==> config.mk <==
export PLATFORM = sky130hd
export DESIGN_NAME = demux_1_n_stream
export DESIGN_NICKNAME = d
export VERILOG_FILES = /design/src/rtl/demux_pkg.sv /design/src/rtl/demux_ch_reg.sv /design/src/rtl/demux_1_n_stream.sv
export SDC_FILE = /design/constraint.sdc
export NUM_CORES = 1
export LEC_CHECK = 0
export CAP_MARGIN = 5
export CORE_MARGIN = 2
export CORE_UTILIZATION = 46
export CTS_CLUSTER_DIAMETER = 100
export DETAILED_ROUTE_END_ITERATION = 8
export GPL_TIMING_DRIVEN = 1
export PLACE_DENSITY = 0.88
export SYNTH_ARGS = -nofsm -noshare
export SYNTH_HDL_FRONTEND = slang
export SYNTH_SLANG_ARGS = --single-unit
==> constraint.sdc <==
create_clock -name i_clk -period 2.46 [get_ports i_clk]
set_input_delay 0.369 -clock i_clk [delete_from_list [all_inputs] [get_ports i_clk]]
set_output_delay 0.369 -clock i_clk [all_outputs]
set_load 0.05 [all_outputs]
==> src/rtl/demux_pkg.sv <==
// Shared mode encodings and sizing helper for the 1-to-N streaming demux.
package demux_pkg;

  localparam logic MODE_ADDR = 1'b0;
  localparam logic MODE_RR   = 1'b1;

  // Channel-select width: ceil(log2 n), never below 1 bit.
  function automatic int unsigned sel_w(input int unsigned n);
    int unsigned w;
    w = 1;
    while ((32'd1 << w) < n) w = w + 1;
    return w;
  endfunction

endpackage

==> src/rtl/demux_ch_reg.sv <==
// One-entry valid/ready holding register for a single demux output channel.
module demux_ch_reg #(
  parameter int unsigned DATA_W = 8
) (
  input  logic              clk,
  input  logic              rst,
  input  logic              load,
  input  logic [DATA_W-1:0] data,
  input  logic              drain,
  output logic              valid,
  output logic [DATA_W-1:0] data_out
);

  // A load always wins over a drain so back-to-back beats leave no bubble.
  always_ff @(posedge clk) begin
    if (rst) begin
      valid    <= 1'b0;
      data_out <= '0;
    end else if (load) begin
      valid    <= 1'b1;
      data_out <= data;
    end else if (drain) begin
      valid    <= 1'b0;
    end
  end

endmodule

==> src/rtl/demux_1_n_stream.sv <==
// Registered 1-to-N_CH stream demux with address or round-robin routing.
// Optional broadcast port i_bcast is enabled by defining DEMUX_BCAST_EN.
module demux_1_n_stream
  import demux_pkg::*;
#(
  parameter  int unsigned N_CH   = 8,
  parameter  int unsigned DATA_W = 8,
  localparam int unsigned SEL_W  = sel_w(N_CH)
) (
  input  logic                     i_clk,
  input  logic                     i_rst,
  input  logic                     i_valid,
  output logic                     o_ready,
  input  logic [DATA_W-1:0]        i_data,
  input  logic [SEL_W-1:0]         i_sel,
  input  logic                     i_mode,
`ifdef DEMUX_BCAST_EN
  input  logic                     i_bcast,
`endif
  output logic [N_CH-1:0]          o_valid,
  input  logic [N_CH-1:0]          i_ready,
  output logic [N_CH*DATA_W-1:0]   o_data,
  output logic [SEL_W-1:0]         o_cur_ch,
  output logic                     o_err
);

  logic [SEL_W-1:0] tgt;
  logic             bcast;
  logic             sel_oor;
  logic             accept;
  logic [N_CH-1:0]  ch_rdy;
  logic [N_CH-1:0]  load;
  logic [N_CH-1:0]  drain;

  // Target decode and input handshake; an out-of-range select matches no channel.
  always_comb begin
    bcast = 1'b0;
`ifdef DEMUX_BCAST_EN
    bcast = i_bcast;
`endif
    tgt     = (i_mode == MODE_RR) ? o_cur_ch : i_sel;
    sel_oor = (i_mode == MODE_ADDR) && (32'(i_sel) >= N_CH) && !bcast;
    ch_rdy  = ~o_valid | i_ready;
    drain   = o_valid & i_ready;
    o_ready = sel_oor;
    for (int k = 0; k < int'(N_CH); k++) begin
      if (tgt == SEL_W'(k)) o_ready = ch_rdy[k];
    end
    if (bcast) o_ready = &ch_rdy;
    accept = i_valid & o_ready;
    load   = '0;
    for (int k = 0; k < int'(N_CH); k++) begin
      load[k] = accept & (bcast | (tgt == SEL_W'(k)));
    end
  end

  // Round-robin pointer advances only on accepted single-channel beats.
  always_ff @(posedge i_clk) begin
    if (i_rst) begin
      o_cur_ch <= '0;
      o_err    <= 1'b0;
    end else begin
      o_err <= accept & sel_oor;
      if (accept && (i_mode == MODE_RR) && !bcast) begin
        o_cur_ch <= (o_cur_ch == SEL_W'(N_CH - 1)) ? '0 : o_cur_ch + SEL_W'(1);
      end
    end
  end

  for (genvar k = 0; k < int'(N_CH); k++) begin : g_ch
    demux_ch_reg #(
      .DATA_W (DATA_W)
    ) u_ch (
      .clk      (i_clk),
      .rst      (i_rst),
      .load     (load[k]),
      .data     (i_data),
      .drain    (drain[k]),
      .valid    (o_valid[k]),
      .data_out (o_data[k*DATA_W +: DATA_W])
    );
  end

endmodule

After elaboration in Yosys (flattened, before gate mapping)
Cells that the tools add are included.
Widths: inputs -> output; s select.
{"block": "op_classes", "n_addsub": 1, "muxes": 26, "n_reduce_logical": 10, "n_eq_ne": 8, "n_bitwise": 12}
{"op": "$mux 1", "count": 24}
{"op": "$reduce_bool 2->1", "count": 8}
{"op": "$eq 3x3->1 const B", "count": 5}
{"op": "$and 1x1->1", "count": 9}
{"op": "$and 8x8->8", "count": 1}
{"op": "$not 8->8", "count": 1}
{"op": "$or 8x8->8", "count": 1}
{"op": "$eq 3x2->1 const B", "count": 2}
{"op": "$mux 3", "count": 2}
{"op": "$add 3x1->3 const B", "count": 1}
{"op": "$eq 3x1->1 const B", "count": 1}
{"op": "$logic_not 3->1", "count": 1}
{"op": "$logic_and 1x1->1", "count": 1}
{"block": "word_totals", "in_bits": 23, "regBits": 75, "wordCells": 74}

Depth between registers and ports, before layout
Gate-level depths: netlist (run 1).
{"block": "depth", "depth_word": 13, "depth_mapped": 9, "ltp_nobuf": 6}

Modules after synthesis
A second synthesis (run 1) with hierarchy kept.
{"block": "unflattened", "cells_unflattened": 317, "area_unflattened_um2": 3118.0}
{"module": "demux_ch_reg", "cells_per_inst": 30, "n_inst": 8, "area_per_inst_um2": 321.6}
{"module": "demux_1_n_stream", "cells_per_inst": 77, "n_inst": 1, "area_per_inst_um2": 545.5}

Worst setup path after synthesis (run 1)
OpenSTA, ideal clock, no wires.
{"block": "synth_timing", "kind": "register to output", "startpoint": "reg o_cur_ch[1]", "endpoint": "out o_ready", "t_required_ps": 2091, "path_stages_with_launch": 5, "t_arrival_ps": 2492, "slack_ps": -401, "cell_sequence": "dfxtp_1 > and3b_1 > o2111ai_1 > o41ai_1 > o31ai_1"}
{"block": "synth_between", "elab_chain_len": 10, "word_cells_on_any_way": 17}
{"item": "start: declaration", "line_no": "demux_1_n_stream.sv:23", "source": "output logic [SEL_W-1:0] o_cur_ch,"}
{"item": "start signal: assignment", "line_no": "demux_1_n_stream.sv:65", "source": "o_cur_ch <= (o_cur_ch == SEL_W'(N_CH - 1)) ? '0 : o_cur_ch + SEL_W'(1);"}
{"item": "$mux 3 (*)", "line_no": "demux_1_n_stream.sv:41", "source": "tgt = (i_mode == MODE_RR) ? o_cur_ch : i_sel;"}
{"item": "$logic_not 3->1", "line_no": "demux_1_n_stream.sv:47", "source": "if (tgt == SEL_W'(k)) o_ready = ch_rdy[k];"}
{"item": "$mux 1 (7 in series)", "line_no": "demux_1_n_stream.sv:47"}
{"item": "$mux 1 (*)", "line_no": "demux_1_n_stream.sv:47"}
{"item": "end: declaration", "line_no": "demux_1_n_stream.sv:13", "source": "output logic o_ready,"}
Mark *: on every way between the ends. The rest lies on a longest branch, timed or not.

Worst setup path in the final report (run 1)
{"block": "layout_timing", "startpoint": "in i_sel[0]", "endpoint": "out o_ready"}
{"block": "layout_between", "elab_chain_len": 10, "word_cells_on_any_way": 17}
{"item": "start: declaration", "line_no": "demux_1_n_stream.sv:15", "source": "input logic [SEL_W-1:0] i_sel,"}
{"item": "$mux 3 (*)", "line_no": "demux_1_n_stream.sv:41"}
{"item": "$logic_not 3->1", "line_no": "demux_1_n_stream.sv:47"}
{"item": "$mux 1 (7 in series)", "line_no": "demux_1_n_stream.sv:47"}
{"item": "$mux 1 (*)", "line_no": "demux_1_n_stream.sv:47"}
Marks and branches as above.

==> results of run 1 <==
## Yosys cell counts (all sizes together) (2+ instances only)
library cell  number  area share, %
a21boi             3           0.70
a21oi              8            1.3
and2               3           0.59
buf               18            4.2
clkbuf            10            1.2
dfxtp             75             47
ha                 2           0.78
inv                5           0.59
mux2i             68             22
nand2              6           0.70
nand2b            30            5.9
nand3              2           0.31
nand4              4           0.78
nand4b             2           0.55
nor2              52            6.1
nor2b              2           0.39
o31ai              2           0.63
or3b               2           0.55
## registers in the layout, summed over array words and instances (netlist names)
register	count
g_ch.u_ch.data_out	64
o_cur_ch	3
g_ch.u_ch.valid	8
## cell type report
type	count	share of cell area, %
clock buffers	9	2.70
clock inverters	7	2.53
inverters	5	0.409
flip-flops and latches	75	32.8
repair buffers	116	25.2
multi-input cells	209	34.1
well taps	80	2.18
## worst paths after layout
check | end | slack (ns) | depth (start not counted)
max | o_ready | 0.11 | 8
min | g_ch[1].u_ch.data_out[0]$_SDFFE_PP0P_ | 0.48 | 2
max reg2reg | g_ch[0].u_ch.data_out[6]$_SDFFE_PP0P_ | 0.24 | 7
min reg2reg | g_ch[1].u_ch.data_out[0]$_SDFFE_PP0P_ | 0.48 | 2
## cell families after synthesis
group           share of synthesized area [%]
flops                                    46.9
fa+ha+maj                               0.781
mux                                      22.0
compound gates                           5.66
simple gates                             18.6
buf+inv                                  5.98
other cells                             0.117
## repair_timing
item,in CTS,in global routing
hold endpoints to repair,0,0
pin swaps,0,2
gates resized for setup,7,11
endpoints found under the setup margin,1,1
## tightest hold or removal path: cells and delay by family, from the launching register on
family           cells  cell delay [ns]
flip-flops           1             0.31
AND/OR/NAND/NOR      1             0.06
multiplexers         1             0.06
## per-layer routing
metal  wire length [um]  global-route usage, %  vias to the layer above  share of wire, %
met3                444                   6.64                        9               5.5
met5                  0                      0                        -                 0
li1                   -                      -                     1270                 -
met2               4040                   36.4                       78                50
met4                112                   6.99                        0               1.4
met1               3490                   26.1                     1254                43
## power by group
part / internal, mW / switching [mW] / total, mW
Sequential: 1.24 / 0.0193 / 1.26
Combinational: 0.174 / 0.241 / 0.416
Clock: 0.672 / 0.460 / 1.13
==> results.md, run 1 <==
- The max-slew violation total from the final report is 0.
- The critical path in this run is classified as primary input to output port.
- The horizontal die dimension is 87.4 um.
- For this run, the number of standard cells in the final layout without fillers is 501.
- The filler cell count in the final layout is 520.
- The most common cell after layout, fill and taps aside is sky130_fd_sc_hd__clkdlybuf4s50_1.
- The timing-limited maximum frequency is 0.426 GHz.
- For this run, the leading register cell type out of synthesis is sky130_fd_sc_hd__dfxtp_1.
- The startpoint of the tightest hold check path is g_ch[1].u_ch.data_out[0]$_SDFFE_PP0P_.
- The class of the tightest hold or removal check is register to register.
- After legalization and detailed placement, the total HPWL measured 5700 um.
- Relative to the synthesized area, the layout overhead comes to 43.4%.
- The cell sitting at the root of the clock tree is a sky130_fd_sc_hd__clkbuf_8.
- The number of antenna diodes in the final layout is 0.
- After clock tree synthesis, the clock-pin slew on the worst setup and hold paths is 0.08 ns.
- In the final routed layout, each cell accounts on average for 16.1 um.
- Dividing the synthesized area by the synthesized cell count gives 10.1 um2.
- The biggest fanout along the worst timing path is 6.
- Across the routed clock network, the largest skew measured is 0.0128 ns.
- The transition time at the pin with the least slew margin is 0.628 ns.
- The critical register-to-register path startpoint is o_cur_ch[1]$_SDFFE_PP0P_.
- The initial cell density of the core is 47.4%.
- The delay of the slowest critical-path stage is 0.59 ns.
- Summed over all layers, the global routing overflow is 0.
- The gate family responsible for the most delay along the worst path is buffers and inverters.
- Setup repair after global routing left no endpoint under its margin.
- The final worst-path setup slack is 0.112 ns.
- The sequential share of the synthesized area is 46.9%.
- The number of hold buffers added after cts is 0.
- The number of rows created at floorplan is 30.
- The fraction of the core area covered by cells at the end of the flow is 68.0%.
- The final setup TNS is 0 ns.
- The die boundary height is 87.4 um.
- The first global-routing pass estimated 12700 um of wire.
- The cell area power density is 611 nW/um2.
- The pin count of the biggest net entering global routing is 44.
- The via count of the first global-routing pass is 2547.
- The tool flagged a number of max-cap violations equal to 0.
- Hold is met by 0.478 ns.
- The clock latency on the worst-skew pair is 0.34 ns.
- After the first detailed-routing iteration, the DRC count stood at 68.
- Measured against its own limit, the worst slew margin works out to 58.2%.
- The critical path goes through clkdlybuf4s50_1, mux2i_4, buf_4, o2111ai_1, o41ai_2, buf_4, o31ai_4, buf_6.
- The number of sinks on the clock net is 75.
- During placement, the flow inserted port buffers numbering 98.
- In the layout the commonest cells are 93 x sky130_fd_sc_hd__clkdlybuf4s50_1, 73 x sky130_fd_sc_hd__dfxtp_1, 67 x sky130_fd_sc_hd__mux2i_1.
- The net count reported at finish is 441.
- The number of hold violations in the final report was 0.
- Summing all non-filler instances in the final layout gives an area of 4590 um2.
- The floorplan step defined a die boundary enclosing 7650 um2.
- Dividing the final minimum period by the clock period gives 95.5%.
- The routability congestion estimate from global placement is 0.829.
- In the final layout, flip-flops and latches occupy 1510 um2.
- Setup violations remaining at the end of the flow were counted as 0.
- In this run the static leakage power is 1.96 nW.
- The initial antenna violation count came to 0.
- The total instance count after detailed placement is 485.
- 100 I/O pins were placed.
- The arrival time of the worst setup path is 1.98 ns.
- For this run, design rule violations remaining after detail routing come to 0.
- The core footprint is 6760 um2.
- The fraction of final layout cells with drive strength greater than 1 is 13.5%.
- STA classifies the critical path startpoint as a primary input.
- The Yosys warning count is 0.
- The number of H-tree levels is 3.
- The flow ran to the end, and the final reports show no timing, DRC or antenna violations.
- For the finished layout, the period the worst path requires is 2.35 ns.
- In this run the deepest clock path goes through 2 buffers.
- After clock tree synthesis, the setup repair step added 0 buffers.
- The power consumption is 2.81 mW.
- The count of nets left with antenna violations once routing finished came out at 0.
- Summing all placed instances gives a cell area of 4300 um2.
- Counting every net in the synthesized netlist gives 342.
- The detailed router placed 2611 vias in this run.
- The count of buffer and inverter cells on the critical path is 4.
- In this run, synthesis inferred 0 flip-flops with an integrated enable.
- The number of distinct library cells after synthesis is 45.
- The synthesized netlist occupies a cell area of 3200 um2.
- Prior to clock tree synthesis, the placed netlist has a worst setup slack of -0.319 ns.
- The cell with the most instances on the worst path is sky130_fd_sc_hd__buf_4.
- The pre-antenna-repair detailed-routing pass consisted of 4 iterations.
- Dividing the detail-routed via count by the number of cells gives 5.21.
- Global routing used 21.6% of the available tracks.
- The kind of end point of the critical path is an output port.
- Across the VDD grid, the largest voltage drop is 0.428 mV.
- The largest individual stage delay along the critical path comes from the cell sky130_fd_sc_hd__clkdlybuf4s50_1.
- The wire length reported by the detailed router is 8090 um.
- The area of the multi-input gates is 1570 um2.
- After synthesis the netlist holds a flip-flop and latch count of 75.
- The count of mapped cells out of synthesis is 317.
- TritonCTS built the clock tree.
- The async set-or-reset flop fraction in the synthesized netlist is 0%.
- The critical path required time is 2.09 ns.
- The total CTS buffers is 9.
- The origin of the worst setup path is i_sel[0].
No activity file was read; power rests on OpenSTA's default activity.
==> run 2, diff against run 1 <==
clock period = 2.6 ns   (was 2.46 ns; I/O delays follow)
==> run 2 against run 1 <==
Effect of this change:
- sequential power is 6% lower
- die area stayed put
- clock skew is 0.0029 ns lower
- critical endpoint unchanged
- critical path type unchanged
- worst setup slack better by 0.0026 ns
- first-iteration DRC count is 38% higher
- routed wire length is 0.14% lower
- critical path depth is 2 lower
- non-clock buffer count is 4 higher
- flip-flop and latch count stayed put
- total power is 10% lower
==> results.md, run 2 (synthesis gave the netlist of run 1 again) <==
- The biggest fanout along the worst timing path came to 4 (-2).
- The number of hold violations in the final report is 0 (unchanged).
- The final setup TNS is 0 ns (unchanged).
- The routability congestion estimate from global placement came to 0.818 (-1.3%).
- The detailed placement HPWL is 5810 um (+1.9%).
- The full die area was 7650 um2 (unchanged).
- The via count of the first global-routing pass was 2597 (+2.0%).
- The die boundary height is 87.4 um (unchanged).
- The internal power of the cells was 1.84 mW (-12%).
- The cell area power density was 547 nW/um2 (-10%).
- The register area is 1500 um2 (-0.25%).
- The minimum clock period is 2.49 ns.
- Ranked by flip-flop count, first place goes to g_ch.u_ch.data_out.
- The total CTS buffers came to 9 (unchanged).
- The global routing met2 resource utilization is 35.7% (-0.69 points).
- The antenna diode instance count came to 0 (unchanged).
- The final number of setup-violating endpoints is 0 (unchanged).
- The layout-stage area growth over the synthesis result came to 43.4% (unchanged).
- The clock-pin slew on the worst setup and hold paths came to 0.07 ns (about the same).
- The wire length of the first global-routing pass was 12400 um (-2.4%).
- The arrival time of the worst setup path is 2.10 ns (+0.12 ns).
- The initial cell density of the core is 47.4% (unchanged).
- The combinational group share of total power is 15.8% (+1.0 points).
- The worst hold path belongs to the class register to register.
- The maximum resistive drop on vdd came to 0.473 mV (+10%).
- The reported net switching power is 0.672 mW (-6.8%).
- The number of sinks on the clock net came to 75 (unchanged).
- The total overflow reported by the global router is 0 (unchanged).
- The flip-flop count of the largest register after layout is 64 (unchanged).
- The relative slew slack came to 35.3% (-23 points).
- The horizontal die dimension is 87.4 um (unchanged).
- The number of DRC markers after the initial detailed-route iteration was 94 (+38%).
- The kind of start point of the critical path is a primary input.
- The critical path required time is 2.21 ns (+0.12 ns).
- The global-route track usage on met3 is 5.50% (-1.1 points).
- The filler cell count in the final layout is 533 (+2.5%).
- The all-layer global routing usage was 21.1% (-0.49 points).
- Static timing analysis puts the maximum clock frequency at 0.402 GHz.
- The area of the multi-input gates is 1550 um2 (-1.1%).
- The number of top-level design ports is 100 (unchanged).
- The leakage power figure is 1.97 nW (+0.44%).
- The fraction of final layout cells with drive strength greater than 1 came to 13.4% (-0.13 points).
- The core footprint is 6760 um2 (unchanged).
- The number of vias after detailed routing is 2589 (-0.84%).
- The number of H-tree levels was 3 (unchanged).
- The CTS tree is done.
- The most common cell after layout, fill and taps aside is sky130_fd_sc_hd__clkdlybuf4s50_1.
- The fraction of the core area covered by cells at the end of the flow is 68.0% (unchanged).
- The max-slew violation total from the final report came to 0 (unchanged).
- The largest registers in the layout are g_ch.u_ch.data_out x64, g_ch.u_ch.valid x8, o_cur_ch x3.
- The number of rows created at floorplan came to 30 (unchanged).
- The transition time at the pin with the least slew margin came to 0.970 ns (+0.342 ns).
- The number of hold buffers added after cts was 0 (unchanged).
- The DRC violation count after routing is 0 (unchanged).
- The maximum buffer depth of the clock tree is 2 (unchanged).
- The number of maximum-capacitance violations was 0 (unchanged).
- The number of cells on the worst hold path was 2 (unchanged).
- The count of nets left with antenna violations after detail routing was 0 (unchanged).
- The clock tree root driver cell is sky130_fd_sc_hd__clkbuf_8.
- The wire length per cell is 16.0 um (-0.93%).
- The net count reported at finish is 445 (+0.91%).
- The first-pass iteration count of the detailed router is 4 (unchanged).
- The setup path with the least slack is of type primary input to output port.
- The clock share of power was 36.8% (-3.5 points).
- STA classifies the critical path endpoint as an output port.
- The average via count per standard cell is 5.13 (-1.6%).
- The layer carrying the most global-route usage is met2.
- The met1 global-route usage is 25.6% (-0.44 points).
- Setup repair after global routing left no endpoint under its margin.
- The setup skew after layout is 0.00988 ns (-0.00292 ns).
- The number of input and output port buffers inserted is 98 (unchanged).
- The wire length reported by the detailed router came to 8070 um (-0.14%).
- The run finished with clean final reports.
- Of the available clock period, the critical path in the final layout requires 95.6%.
- The initial antenna violation count came to 0 (unchanged).
- In the layout the commonest cells are 93 x sky130_fd_sc_hd__clkdlybuf4s50_1, 74 x sky130_fd_sc_hd__dfxtp_1, 67 x sky130_fd_sc_hd__mux2i_1.
- The pin count of the biggest net entering global routing came to 61 (+39%).
- The switching part of the total power is 26.7% (+1.1 points).
- The clock latency on the worst-skew pair was 0.34 ns (about the same).
- The worst reg-to-reg path cell count was 7 (unchanged).
- The share of total power in sequential cells is 47.4% (+2.5 points).
[run 2: power groups by stage]
stage | clock [mW] | sequential (mW) | combinational, mW
after floorplan | 0 | 1.29 | 0.158
after global placement | 0 | 1.22 | 0.381
after detailed placement | 0 | 1.22 | 0.387
after CTS | 0.945 | 1.19 | 0.395
after global routing | 0.996 | 1.19 | 0.418
final | 0.925 | 1.19 | 0.397
[run 2: repair_timing]
action | CTS | global route
pin swaps | 0 | 1
endpoints found under the setup margin | 1 | 1
gates resized for setup | 6 | 6
setup buffers | 0 | 0
[run 2: critical path, cell delays in order]
cell and delay, ns:
sky130_fd_sc_hd__clkdlybuf4s50_1 0.50, sky130_fd_sc_hd__nor4bb_2 0.23, sky130_fd_sc_hd__o21bai_2 0.17, sky130_fd_sc_hd__o311ai_0 0.26, sky130_fd_sc_hd__o31ai_4 0.34, sky130_fd_sc_hd__buf_6 0.19
[run 2: per-layer routing]
layer / up-vias / part of all wire, %
met1: 1218 / 42
met5: - / 0
met2: 84 / 50
met3: 11 / 6.7
met4: 0 / 1.2
li1: 1276 / -
[run 2: final timing paths]
check | startpoint | end | slack, ns
worst max-delay path | i_sel[0] | o_ready | 0.11
worst min-delay path | g_ch[1].u_ch.data_out[7]$_SDFFE_PP0P_ | g_ch[1].u_ch.data_out[7]$_SDFFE_PP0P_ | 0.48
worst max register to register | o_cur_ch[2]$_SDFFE_PP0P_ | g_ch[1].u_ch.data_out[0]$_SDFFE_PP0P_ | 0.40
worst min register to register | g_ch[1].u_ch.data_out[7]$_SDFFE_PP0P_ | g_ch[1].u_ch.data_out[7]$_SDFFE_PP0P_ | 0.48
[run 2: cell type report]
cell class / count / area share (%)
Clock buffer: 11 / 3.30
Clock inverter: 5 / 1.31
Tap cell: 80 / 2.18
Inverter: 5 / 0.409
Multi-Input combinational cell: 209 / 33.8
Timing Repair Buffer: 120 / 26.3
Sequential cell: 75 / 32.7
[run 2: stage by stage]
step | hold slack [ns] | setup slack [ns] | power, mW | instances | instance area (um2)
2_1_floorplan | 0.459 | 0.105 | 1.45 | 317 | 3210
3_3_place_gp | 0.463 | -0.160 | 1.60 | 489 | 4340
3_5_place_dp | 0.471 | -0.237 | 1.61 | 489 | 4340
4_1_cts | 0.484 | 0.0360 | 2.53 | 505 | 4570
5_1_grt | 0.503 | 0.0395 | 2.61 | 505 | 4590
6_report | 0.481 | 0.114 | 2.51 | 505 | 4590
==> run 3, diff against run 2 <==
CORE_MARGIN = 3   (was 2)
==> run 3 against run 2 <==
Effect of this change:
- count of clock-buffer cells in the layout grew 2
- worst setup slack worse by 0.028 ns
- global-route usage grew 0.68 points
- utilization rose by 1.5 points
- critical endpoint unchanged
- sequential share of layout area grew 0.35 points
- cell count shrank 0.79%
- maximum frequency is 1.1% lower
- clock skew decreased by 0.0032 ns
- register-to-register slack about the same
- critical path depth is 1 higher
- largest power group unchanged
- clock power decreased by 6.8%
- sequential power is essentially flat
==> results.md, run 3 (synthesis gave the netlist of run 1 again) <==
- The flow ran to the end, and the final reports show no timing, DRC or antenna violations.
- The CTS tree is done.
- The number of top-level design ports came to 100 (unchanged).
- The net count reported at finish is 444 (-0.22%).
- The clock latency on the worst-skew pair is 0.34 ns (about the same).
- The register containing the most flip-flops in the final layout is g_ch.u_ch.data_out.
- The minimum clock period is 2.51 ns (+0.0280 ns).
- The die boundary height was 89.4 um (+2.3%).
- The final number of setup-violating endpoints was 0 (unchanged).
- The transition time at the pin with the least slew margin is 0.759 ns (-0.211 ns).
- The clock-pin slew on the worst setup and hold paths came to 0.07 ns (about the same).
- The total CTS buffers is 9 (unchanged).
- The average via count per standard cell is 5.24 (+2.2%).
- The kind of end point of the critical path is an output port.
- The maximum buffer depth of the clock tree is 2 (unchanged).
- The flip-flop count of the largest register after layout was 64 (unchanged).
- The delay of the slowest critical-path stage is 0.52 ns (+0.02 ns).
- The maximum resistive drop on vdd is 0.475 mV (+0.43%).
- The core footprint was 6530 um2 (-3.3%).
- The arrival time of the worst setup path is 2.12 ns (+0.02 ns).
- The detailed placement HPWL is 5900 um (+1.5%).
- The endpoint of the worst-slack reg-to-reg timing path is g_ch[0].u_ch.data_out[0]$_SDFFE_PP0P_.
- The startpoint identified for the worst register-to-register timing path is o_cur_ch[2]$_SDFFE_PP0P_.
- The class of the tightest hold or removal check is register to register.
- The library cells used most frequently in the layout, excluding fill and tap cells, are 95 x sky130_fd_sc_hd__clkdlybuf4s50_1, 75 x sky130_fd_sc_hd__dfxtp_1, 67 x sky130_fd_sc_hd__mux2i_1.
- The largest registers in the layout are g_ch.u_ch.data_out x64, g_ch.u_ch.valid x8, o_cur_ch x3.
- The worst reg-to-reg setup slack is 0.39 ns (about the same).
- The cell at the slowest stage of the critical path is sky130_fd_sc_hd__clkdlybuf4s50_1.
- The all-layer global routing usage was 21.8% (+0.68 points).
- The number of H-tree levels was 3 (unchanged).
- The initial antenna violation count is 0 (unchanged).
- The critical path required time is 2.21 ns (about the same).
- The wire length of the first global-routing pass came to 13200 um (+6.6%).
- The area growth from synthesis to layout is 41.7%.
- The origin of the worst setup path is i_sel[1].
- The worst reg-to-reg path cell count is 7 (unchanged).
- The total overflow reported by the global router is 0 (unchanged).
- The number of maximum-capacitance violations is 0 (unchanged).
- The max-slew violation total from the final report is 0 (unchanged).
- The final setup TNS is 0 ns (unchanged).
- The fraction of the core area covered by cells at the end of the flow was 69.5% (+1.5 points).
- The leakage power figure is 1.93 nW (-2.0%).
- The ratio of final minimum period to clock period is 96.7% (+1.1 points).
- The fraction of final layout cells with drive strength greater than 1 is 13.0% (-0.44 points).
- The register area is 1500 um2 (about the same).
- The number of input and output port buffers inserted is 98 (unchanged).
- The routability congestion estimate from global placement is 0.847 (+3.5%).
- The relative slew slack is 49.4% (+14 points).
- The initial cell density of the core is 49.0% (+1.6 points).
- The area of placed instances is 4310 um2 (-0.55%).
- The critical path is of the primary input to output port type.
- The wire length reported by the detailed router is 8290 um (+2.7%).
- The via count of the first global-routing pass is 2683 (+3.3%).
- The timing-limited maximum frequency came to 0.398 GHz (-1.1%).
- The power consumption is 2.44 mW (-2.8%).
- The DRC violation count after routing is 0 (unchanged).
- The number of sinks on the clock net is 75 (unchanged).
- The biggest fanout along the worst timing path is 4 (unchanged).
- The number of vias after detailed routing is 2625 (+1.4%).
- The clock tree root driver cell is sky130_fd_sc_hd__clkbuf_8.
- The number of rows created at floorplan is 29 (-3.3%).
- The area of all placed cells without fillers came to 4540 um2 (-1.1%).
- The wire length per cell came to 16.5 um (+3.5%).
- Traced cell by cell, the critical path runs through clkdlybuf4s50_1, or3b_4, a21oi_2, nor4_1, buf_4, o31ai_2, buf_6.
- The most common cell after layout, fill and taps aside is sky130_fd_sc_hd__clkdlybuf4s50_1.
- The number of hold buffers added after cts came to 0 (unchanged).
- The number of DRC markers after the initial detailed-route iteration is 127 (+35%).
- The number of hold violations in the final report is 0 (unchanged).
- The antenna diode instance count is 0 (unchanged).
- The first-pass iteration count of the detailed router was 4 (unchanged).
- The most critical setup path has its endpoint at o_ready.
- The filler cell count in the final layout is 493 (-7.5%).
- The count of nets left with antenna violations after detail routing is 0 (unchanged).
- The cell area power density was 538 nW/um2 (-1.7%).
- The area of the multi-input gates is 1540 um2 (-0.65%).
- The kind of start point of the critical path is a primary input.
- Setup repair after global routing left no endpoint under its margin.
- The setup skew after layout is 0.00671 ns (-0.00317 ns).
- The pin count of the biggest net entering global routing was 51 (-16%).
- The full die area is 8000 um2 (+4.6%).
- The horizontal die dimension is 89.4 um (+2.3%).
-- run 3: worst min path at each step --
stage	from	end	depth (start not counted)
after detailed placement	g_ch[3].u_ch.data_out[3]$_SDFFE_PP0P_	g_ch[3].u_ch.data_out[3]$_SDFFE_PP0P_	2
after global routing	g_ch[1].u_ch.data_out[0]$_SDFFE_PP0P_	g_ch[1].u_ch.data_out[0]$_SDFFE_PP0P_	2
after global placement	g_ch[3].u_ch.data_out[5]$_SDFFE_PP0P_	g_ch[3].u_ch.data_out[5]$_SDFFE_PP0P_	2
after floorplan	g_ch[5].u_ch.valid$_SDFFE_PP0P_	g_ch[5].u_ch.valid$_SDFFE_PP0P_	2
final	g_ch[1].u_ch.data_out[7]$_SDFFE_PP0P_	g_ch[1].u_ch.data_out[7]$_SDFFE_PP0P_	2
after CTS	g_ch[1].u_ch.data_out[1]$_SDFFE_PP0P_	g_ch[1].u_ch.data_out[1]$_SDFFE_PP0P_	2
-- run 3: what timing repair did --
action	4_1_cts	5_1_grt
gates resized for setup	2	6
buffers inserted	0	0
setup endpoints to repair	1	1
hold endpoints to repair	0	0
-- run 3: layout make-up --
cell class	instances	area share, %
clock buffer	13	3.94
clock inverter	3	0.441
inverter	5	0.413
multi-input combinational	209	33.9
sequential	75	33.1
tap	77	2.12
timing repair buffer	119	26.1
-- run 3: per-layer routing --
metal / wire length [um] / global-route usage [%]
met3: 696 / 9.49
met1: 3510 / 25.7
met2: 4010 / 36.6
met4: 71 / 5.01
met5: 0 / 0
-- run 3: per-stage QoR --
| step | instances | hold slack, ns | worst slack (ns) |
|---|---|---|---|
| floorplan | 317 | 0.459 | 0.105 |
| global placement | 485 | 0.459 | -0.144 |
| detailed placement | 485 | 0.471 | -0.219 |
| CTS | 501 | 0.490 | 0.0437 |
| global route | 501 | 0.509 | 0.0162 |
| finish | 501 | 0.483 | 0.0863 |
-- run 3: worst max-delay path, delay by kind of cell --
family	cells	cell delay, ns
buf+inv	3	0.85
simple gates	2	0.49
compound gates	2	0.38
-- run 3: power breakdown --
group,internal (mW),switching [mW]
clock,0.450,0.412
combinational,0.163,0.227
sequential,1.17,0.0171
